$ cat src/rtl/pipe_controller.sv
// Pipeline control for a 5-stage MIPS-style core: ID decode, ID/EX/MEM/WB control
// registers, load-use stall, multi-cycle multiply hold and taken-branch flush.
module pipe_controller #(
  parameter int MUL_LAT = 3,
  parameter int RA_W    = 5
) (
  input  logic            Clk,
  input  logic            Rst_n,
  input  logic [5:0]      Opcode,
  input  logic [5:0]      Funct,
  input  logic [RA_W-1:0] BrRt,
  input  logic [RA_W-1:0] ID_Rs,
  input  logic [RA_W-1:0] ID_Rt,
  input  logic [RA_W-1:0] ID_Rd,
  input  logic            BranchTaken,
  output logic            PCWrite,
  output logic            IFIDWrite,
  output logic            EX_RegWrite,
  output logic            EX_MemRead,
  output logic            EX_MemWrite,
  output logic            EX_MemToReg,
  output logic            EX_RegDst,
  output logic            EX_PCSrc,
  output logic [1:0]      EX_ALUSrc1,
  output logic [1:0]      EX_Width,
  output logic [3:0]      EX_InstrSel,
  output logic [RA_W-1:0] EX_Dest,
  output logic            MEM_RegWrite,
  output logic            MEM_MemRead,
  output logic            MEM_MemWrite,
  output logic            MEM_MemToReg,
  output logic [1:0]      MEM_Width,
  output logic            WB_RegWrite,
  output logic            WB_MemToReg,
  output logic            Busy
);

  typedef struct packed {
    logic            reg_write;
    logic            mem_read;
    logic            mem_write;
    logic            mem_to_reg;
    logic            reg_dst;
    logic            pc_src;
    logic            is_mul;
    logic [1:0]      alu_src1;
    logic [1:0]      width;
    logic [3:0]      instr_sel;
    logic [RA_W-1:0] dest;
  } ctrl_t;

  typedef enum logic [1:0] {RUN, LDSTALL, MULWAIT} state_t;

  state_t     state;
  state_t     mode;
  ctrl_t      dec;
  ctrl_t      ex;
  logic [3:0] cnt;
  logic       known;
  logic       flush;
  logic       hazard;

  // ALUSrc1: 0 register, 1 sign/zero-extended immediate, 2 return-address link
  always_comb begin
    dec   = '0;
    known = 1'b1;
    case (Opcode)
      6'h00: begin
        if (Funct == 6'h08) begin
          dec.pc_src    = 1'b1;
          dec.instr_sel = 4'd7;
        end else begin
          dec.reg_write = 1'b1;
          dec.reg_dst   = 1'b1;
        end
      end
      6'h1C: begin
        dec.reg_write = 1'b1;
        dec.reg_dst   = 1'b1;
        dec.is_mul    = 1'b1;
      end
      6'h23, 6'h21, 6'h20: begin
        dec.reg_write  = 1'b1;
        dec.mem_read   = 1'b1;
        dec.mem_to_reg = 1'b1;
        dec.alu_src1   = 2'd1;
        dec.width      = (Opcode == 6'h23) ? 2'd0 : (Opcode == 6'h21) ? 2'd1 : 2'd2;
      end
      6'h2B, 6'h29, 6'h28: begin
        dec.mem_write = 1'b1;
        dec.alu_src1  = 2'd1;
        dec.width     = (Opcode == 6'h2B) ? 2'd0 : (Opcode == 6'h29) ? 2'd1 : 2'd2;
      end
      6'h04: begin dec.pc_src = 1'b1; dec.instr_sel = 4'd1; end
      6'h05: begin dec.pc_src = 1'b1; dec.instr_sel = 4'd2; end
      6'h07: begin dec.pc_src = 1'b1; dec.instr_sel = 4'd3; end
      6'h06: begin dec.pc_src = 1'b1; dec.instr_sel = 4'd4; end
      6'h01: begin
        if (BrRt == '0) begin
          dec.pc_src    = 1'b1;
          dec.instr_sel = 4'd5;
        end else if (BrRt == RA_W'(1)) begin
          dec.pc_src    = 1'b1;
          dec.instr_sel = 4'd0;
        end else begin
          known = 1'b0;
        end
      end
      6'h02: begin dec.pc_src = 1'b1; dec.instr_sel = 4'd6; end
      6'h03: begin
        dec.pc_src    = 1'b1;
        dec.reg_write = 1'b1;
        dec.instr_sel = 4'd8;
        dec.alu_src1  = 2'd2;
      end
      6'h08, 6'h0D, 6'h0E, 6'h0A: begin
        dec.reg_write = 1'b1;
        dec.alu_src1  = 2'd1;
      end
      default: known = 1'b0;
    endcase
    if (!known)                dec      = '0;
    else if (dec.reg_dst)      dec.dest = ID_Rd;
    else if (Opcode == 6'h03)  dec.dest = RA_W'(31);
    else                       dec.dest = ID_Rt;
  end

  // A taken branch wins over the load-use check; neither is honoured during a multiply hold.
  always_comb begin
    flush  = (state == RUN) && BranchTaken && ex.pc_src;
    hazard = (state == RUN) && !flush && ex.mem_read && (ex.dest != '0) &&
             ((ex.dest == ID_Rs) || (ex.dest == ID_Rt));
    if (state == MULWAIT) mode = MULWAIT;
    else if (hazard)      mode = LDSTALL;
    else                  mode = RUN;
  end

  assign Busy        = (mode != RUN);
  assign PCWrite     = (mode == RUN);
  assign IFIDWrite   = (mode == RUN);
  assign EX_RegWrite = ex.reg_write;
  assign EX_MemRead  = ex.mem_read;
  assign EX_MemWrite = ex.mem_write;
  assign EX_MemToReg = ex.mem_to_reg;
  assign EX_RegDst   = ex.reg_dst;
  assign EX_PCSrc    = ex.pc_src;
  assign EX_ALUSrc1  = ex.alu_src1;
  assign EX_Width    = ex.width;
  assign EX_InstrSel = ex.instr_sel;
  assign EX_Dest     = ex.dest;

  always_ff @(posedge Clk or negedge Rst_n) begin
    if (!Rst_n) begin
      state        <= RUN;
      cnt          <= '0;
      ex           <= '0;
      MEM_RegWrite <= 1'b0;
      MEM_MemRead  <= 1'b0;
      MEM_MemWrite <= 1'b0;
      MEM_MemToReg <= 1'b0;
      MEM_Width    <= 2'd0;
      WB_RegWrite  <= 1'b0;
      WB_MemToReg  <= 1'b0;
    end else begin
      WB_RegWrite <= MEM_RegWrite;
      WB_MemToReg <= MEM_MemToReg;
      if (state == MULWAIT) begin
        MEM_RegWrite <= 1'b0;
        MEM_MemRead  <= 1'b0;
        MEM_MemWrite <= 1'b0;
        MEM_MemToReg <= 1'b0;
        MEM_Width    <= 2'd0;
        if (cnt <= 4'd1) begin
          state <= RUN;
          cnt   <= '0;
        end else begin
          cnt <= cnt - 4'd1;
        end
      end else begin
        MEM_RegWrite <= ex.reg_write;
        MEM_MemRead  <= ex.mem_read;
        MEM_MemWrite <= ex.mem_write;
        MEM_MemToReg <= ex.mem_to_reg;
        MEM_Width    <= ex.width;
        if (flush || hazard) begin
          ex <= '0;
        end else begin
          ex <= dec;
          if (dec.is_mul && (MUL_LAT > 1)) begin
            state <= MULWAIT;
            cnt   <= 4'(MUL_LAT - 1);
          end
        end
      end
    end
  end

endmodule

$ cat config.mk
export PLATFORM = sky130hd
export DESIGN_NAME = pipe_controller
export DESIGN_NICKNAME = d
export VERILOG_FILES = /design/src/rtl/pipe_controller.sv
export SDC_FILE = /design/constraint.sdc
export NUM_CORES = 1
export LEC_CHECK = 0
export ABC_AREA = 1
export BUFFER_PORTS_ARGS = -buffer_cell sky130_fd_sc_hd__buf_4
export CELL_PAD_IN_SITES_DETAIL_PLACEMENT = 1
export CELL_PAD_IN_SITES_GLOBAL_PLACEMENT = 1
export CORE_ASPECT_RATIO = 1.25
export CORE_MARGIN = 10
export CORE_UTILIZATION = 35
export DETAILED_ROUTE_END_ITERATION = 10
export GPL_TIMING_DRIVEN = 0
export PLACE_DENSITY = 0.81
export SYNTH_ARGS = -nofsm -noshare
export SYNTH_HDL_FRONTEND = slang
export SYNTH_SLANG_ARGS = --single-unit
$ cat constraint.sdc
create_clock -name Clk -period 2.9 [get_ports Clk]
set_clock_uncertainty 0.2 [all_clocks]
set_input_delay 0.435 -clock Clk [delete_from_list [all_inputs] [get_ports Clk]]
set_output_delay 0.435 -clock Clk [all_outputs]
set_load 0.01 [all_outputs]
==> flow_metrics.py <==
metrics = {
    "outcome": {
        "status": "complete, no violations",
    },
    "drt": {
        "drc": 0,
        "via_count": 2018,
        "drt_iter0_markers": 79,
        "routed_via_density": 4.77,
        "avgRoutedWirePerCell_um": 14.3,
        "drt_pass1_iterations": 4,
        "drtAntennaViolNets": 0,
        "totalWireLength_um": 6060,
    },
    "clock_network": {
        "cts-buffers-inserted": 5,
        "cts_sinks": 30,
        "cts_buffer_depth": 2,
        "postCtsSetupBuffers": 0,
        "hold_buffers": 1,
        "clk_pin_slew_ns": 0.07,
        "htree_num_levels": 2,
        "cts_tree": "yes",
        "ctsResizeCount": 0,
        "clkLatencyLatePin_ns": 0.28,
        "root_buffer": "clkbuf_8",
    },
    "timing": {
        "setup_viol": 0,
        "holdWs_ns": 0.176,
        "fin_ws_ns": 0.552,
        "hold_viol_final": 0,
        "tns_ns": 0,
        "rsz0062_at_grt": "no",
        "worst_slew_pin_slew_ns": 0.459,
        "fmax_mhz": 426,
        "finalCriticalPeriod_ns": 2.35,
        "max_slew_margin_pct": 69.4,
        "fin_crit_sh_pct": 81.0,
        "slew_viol_final": 0,
    },
    "global_route": {
        "first_global_vias": 2222,
        "busiest_layer": "met2",
        "grt_overflow_total": 0,
        "gr-usage-met1_pct": 15.2,
        "grtUsageMet2_pct": 23.1,
        "grt_pass1_wl_um": 10200,
        "grt_use_met3_pct": 3.44,
        "grt_usage_pct": 13.4,
        "grt_max_degree": 31,
        "antenna_found_initial": 0,
    },
    "critical_path": {
        "cp-endpoint": "PCWrite",
        "r2r_cells": 9,
        "crit_path_end_kind": "output port",
        "r2r-start": "EX_Dest[0]",
        "startpoint": "EX_Dest[0]",
        "worst-setup-path-type": "register to output port",
        "r2r_slack_ns": 1.15,
        "worst_setup_path_start_kind": "register",
        "worstPathRequired_ns": 2.27,
        "r2r-end": "EX_RegDst",
        "critPathArrivalTime_ns": 1.71,
        "path_max_fanout": 7,
    },
    "power": {
        "finalPower_uw": 1630,
        "cellPowerDensity_nw_per_um2": 588,
        "peakVddDrop_mv": 0.257,
        "leakage_uw": 0.00174,
    },
    "synthesis": {
        "synthFlopType": "dfrtp_1",
        "synth-edff-count": 0,
        "post_synth_instance_area_um2": 2070,
        "ys_seq_elements": 30,
        "synth_area_per_cell_um2": 7.23,
        "syn_inst": 286,
        "synth_cell_types": 27,
        "async_flop_share_pct": 100,
        "yosys_warnings": 0,
        "syn-num-nets": 323,
        "yosysSeqAreaShare_pct": 36.3,
    },
    "job": {
        "cap_violations": 0,
    },
    "hold_path": {
        "hold_class": "register to register",
        "hold_path_depth": 0,
    },
    "finish": {
        "seq_area_um2": 751,
        "multi_input_area_um2": 1030,
        "antenna_cells": 0,
        "fin_nets": 393,
        "area_growth_pct": 33.9,
        "drive_gt1_share_pct": 30.0,
        "fillCellCount": 746,
    },
    "floorplanning": {
        "fp.dieH_um": 106,
        "design.die.area_um2": 9400,
        "rows": 31,
        "start_util_pct": 35.8,
        "io_pins": 65,
        "coreArea_um2": 5780,
        "die_w_um": 88.7,
    },
    "place": {
        "port_buffers": 62,
        "dpl.hpwl_um": 4890,
        "pre_cts_slack_ns": 0.764,
        "gp_congestion": 0.857,
    },
}
-- cells by family after synthesis --
logic type	Yosys count	synth area share, %
AO/OA/AOI/OAI	23	9.99
adder cells (fa/ha/maj)	2	1.21
AND/OR/NAND/NOR	163	36.9
buffers and inverters	64	13.9
flip-flops	30	36.3
XOR/XNOR	4	1.70
-- sequential cells by signal, summed over array words and instances, names as in the netlist --
name,flops
EX_Dest,5
EX_InstrSel,4
cnt,4
EX_ALUSrc1,2
EX_Width,2
MEM_Width,2
EX_MemRead,1
EX_MemWrite,1
EX_PCSrc,1
EX_RegDst,1
EX_RegWrite,1
MEM_MemRead,1
MEM_MemWrite,1
MEM_RegWrite,1
WB_MemToReg,1
WB_RegWrite,1
state,1
-- worst max-delay path: stages (launching register included) --
cell and delay, ns:
dfrtp_1 0.46, nor2_1 0.14, nor2_1 0.06, nor2_1 0.10, nand3_1 0.08, nand2_1 0.12, nand2_4 0.08, nand2_1 0.08
inv_1 0.05, buf_4 0.12, buf_4 0.13
-- worst min path at each step --
| stage | from | slack, ns | endpoint |
|---|---|---|---|
| floorplan | Rst_n | -0.06 | EX_ALUSrc1[0] |
| global placement | MEM_RegWrite | 0.16 | WB_RegWrite |
| detailed placement | MEM_RegWrite | 0.16 | WB_RegWrite |
| CTS | MEM_RegWrite | 0.17 | WB_RegWrite |
| global route | MEM_RegWrite | 0.19 | WB_RegWrite |
| finish | MEM_RegWrite | 0.18 | WB_RegWrite |
-- routing by layer --
layer	share of wire [%]	wire length, um
met4	1.6	97
met5	0	0
met3	5.8	351
met2	52	3170
met1	40	2450
-- Yosys cell counts (4+ instances only) --
cell type   n  area [um2]
inv_2       4        15.0
nand2_1    95         357
buf_6       4        45.0
nand3_1    13        65.1
nand4_1     5        31.3
nor2_1     28         105
o21bai_1    8        60.1
inv_1      50         188
nor3_1      7        35.0
o21bai_2   10         113
dfrtp_1    30         751
-- report_power, final --
part           switching (uW)  leakage, uW  total (uW)  internal (uW)
clock network             169    0.0000714         536            367
logic                     312      0.00126         547            235
registers                63.4     0.000405         546            482
-- stage by stage --
stage	util [%]	instances	area, um2
2_1_floorplan	-	286	2070
3_3_place_gp	45.2	414	2620
3_5_place_dp	45.2	414	2620
4_1_cts	47.9	423	2770
5_1_grt	47.9	423	2770
6_report	47.9	423	2770
-- placed cells by master, fill, tap and decap left out --
| cell | synthesis | layout |
|---|---|---|
| nand4_1 | 5 | 5 |
| o21bai_2 | 10 | 10 |
| nand3_1 | 13 | 13 |
| o211a_1 | 1 | 1 |
| nor3_1 | 7 | 7 |
| nand4_4 | 1 | 1 |
| clkbuf_8 | 0 | 6 |
| o21ai_0 | 3 | 3 |
| nor2_4 | 3 | 3 |
| o2111ai_1 | 1 | 1 |
| ha_1 | 2 | 2 |
| dfrtp_1 | 30 | 30 |
| nand2_1 | 95 | 95 |
| buf_4 | 3 | 65 |
| nor2_1 | 28 | 28 |
| nor2_2 | 3 | 3 |
| xor2_1 | 2 | 2 |
| o21bai_1 | 8 | 8 |
| nand2_2 | 3 | 3 |
| clkbuf_1 | 2 | 2 |
| xnor2_1 | 2 | 2 |
| nand3_4 | 2 | 2 |
| inv_6 | 1 | 1 |
| dlygate4sd3_1 | 0 | 1 |
| nand3b_4 | 1 | 1 |
| nand2_4 | 2 | 2 |
| buf_6 | 4 | 4 |
| inv_2 | 4 | 4 |
| inv_1 | 50 | 50 |
| bufinv_16 | 0 | 2 |
-- area by class of cell --
| cell class | instances | share of cell area (%) |
|---|---|---|
| timing repair buffer | 63 | 17.2 |
| clock buffer | 6 | 2.98 |
| tap | 66 | 2.98 |
| clock inverter | 2 | 2.17 |
| multi-input combinational | 192 | 37.2 |
| inverter | 55 | 7.64 |
| sequential | 30 | 27.1 |
| buffer | 9 | 2.71 |
No activity file was read; power rests on OpenSTA's default activity.
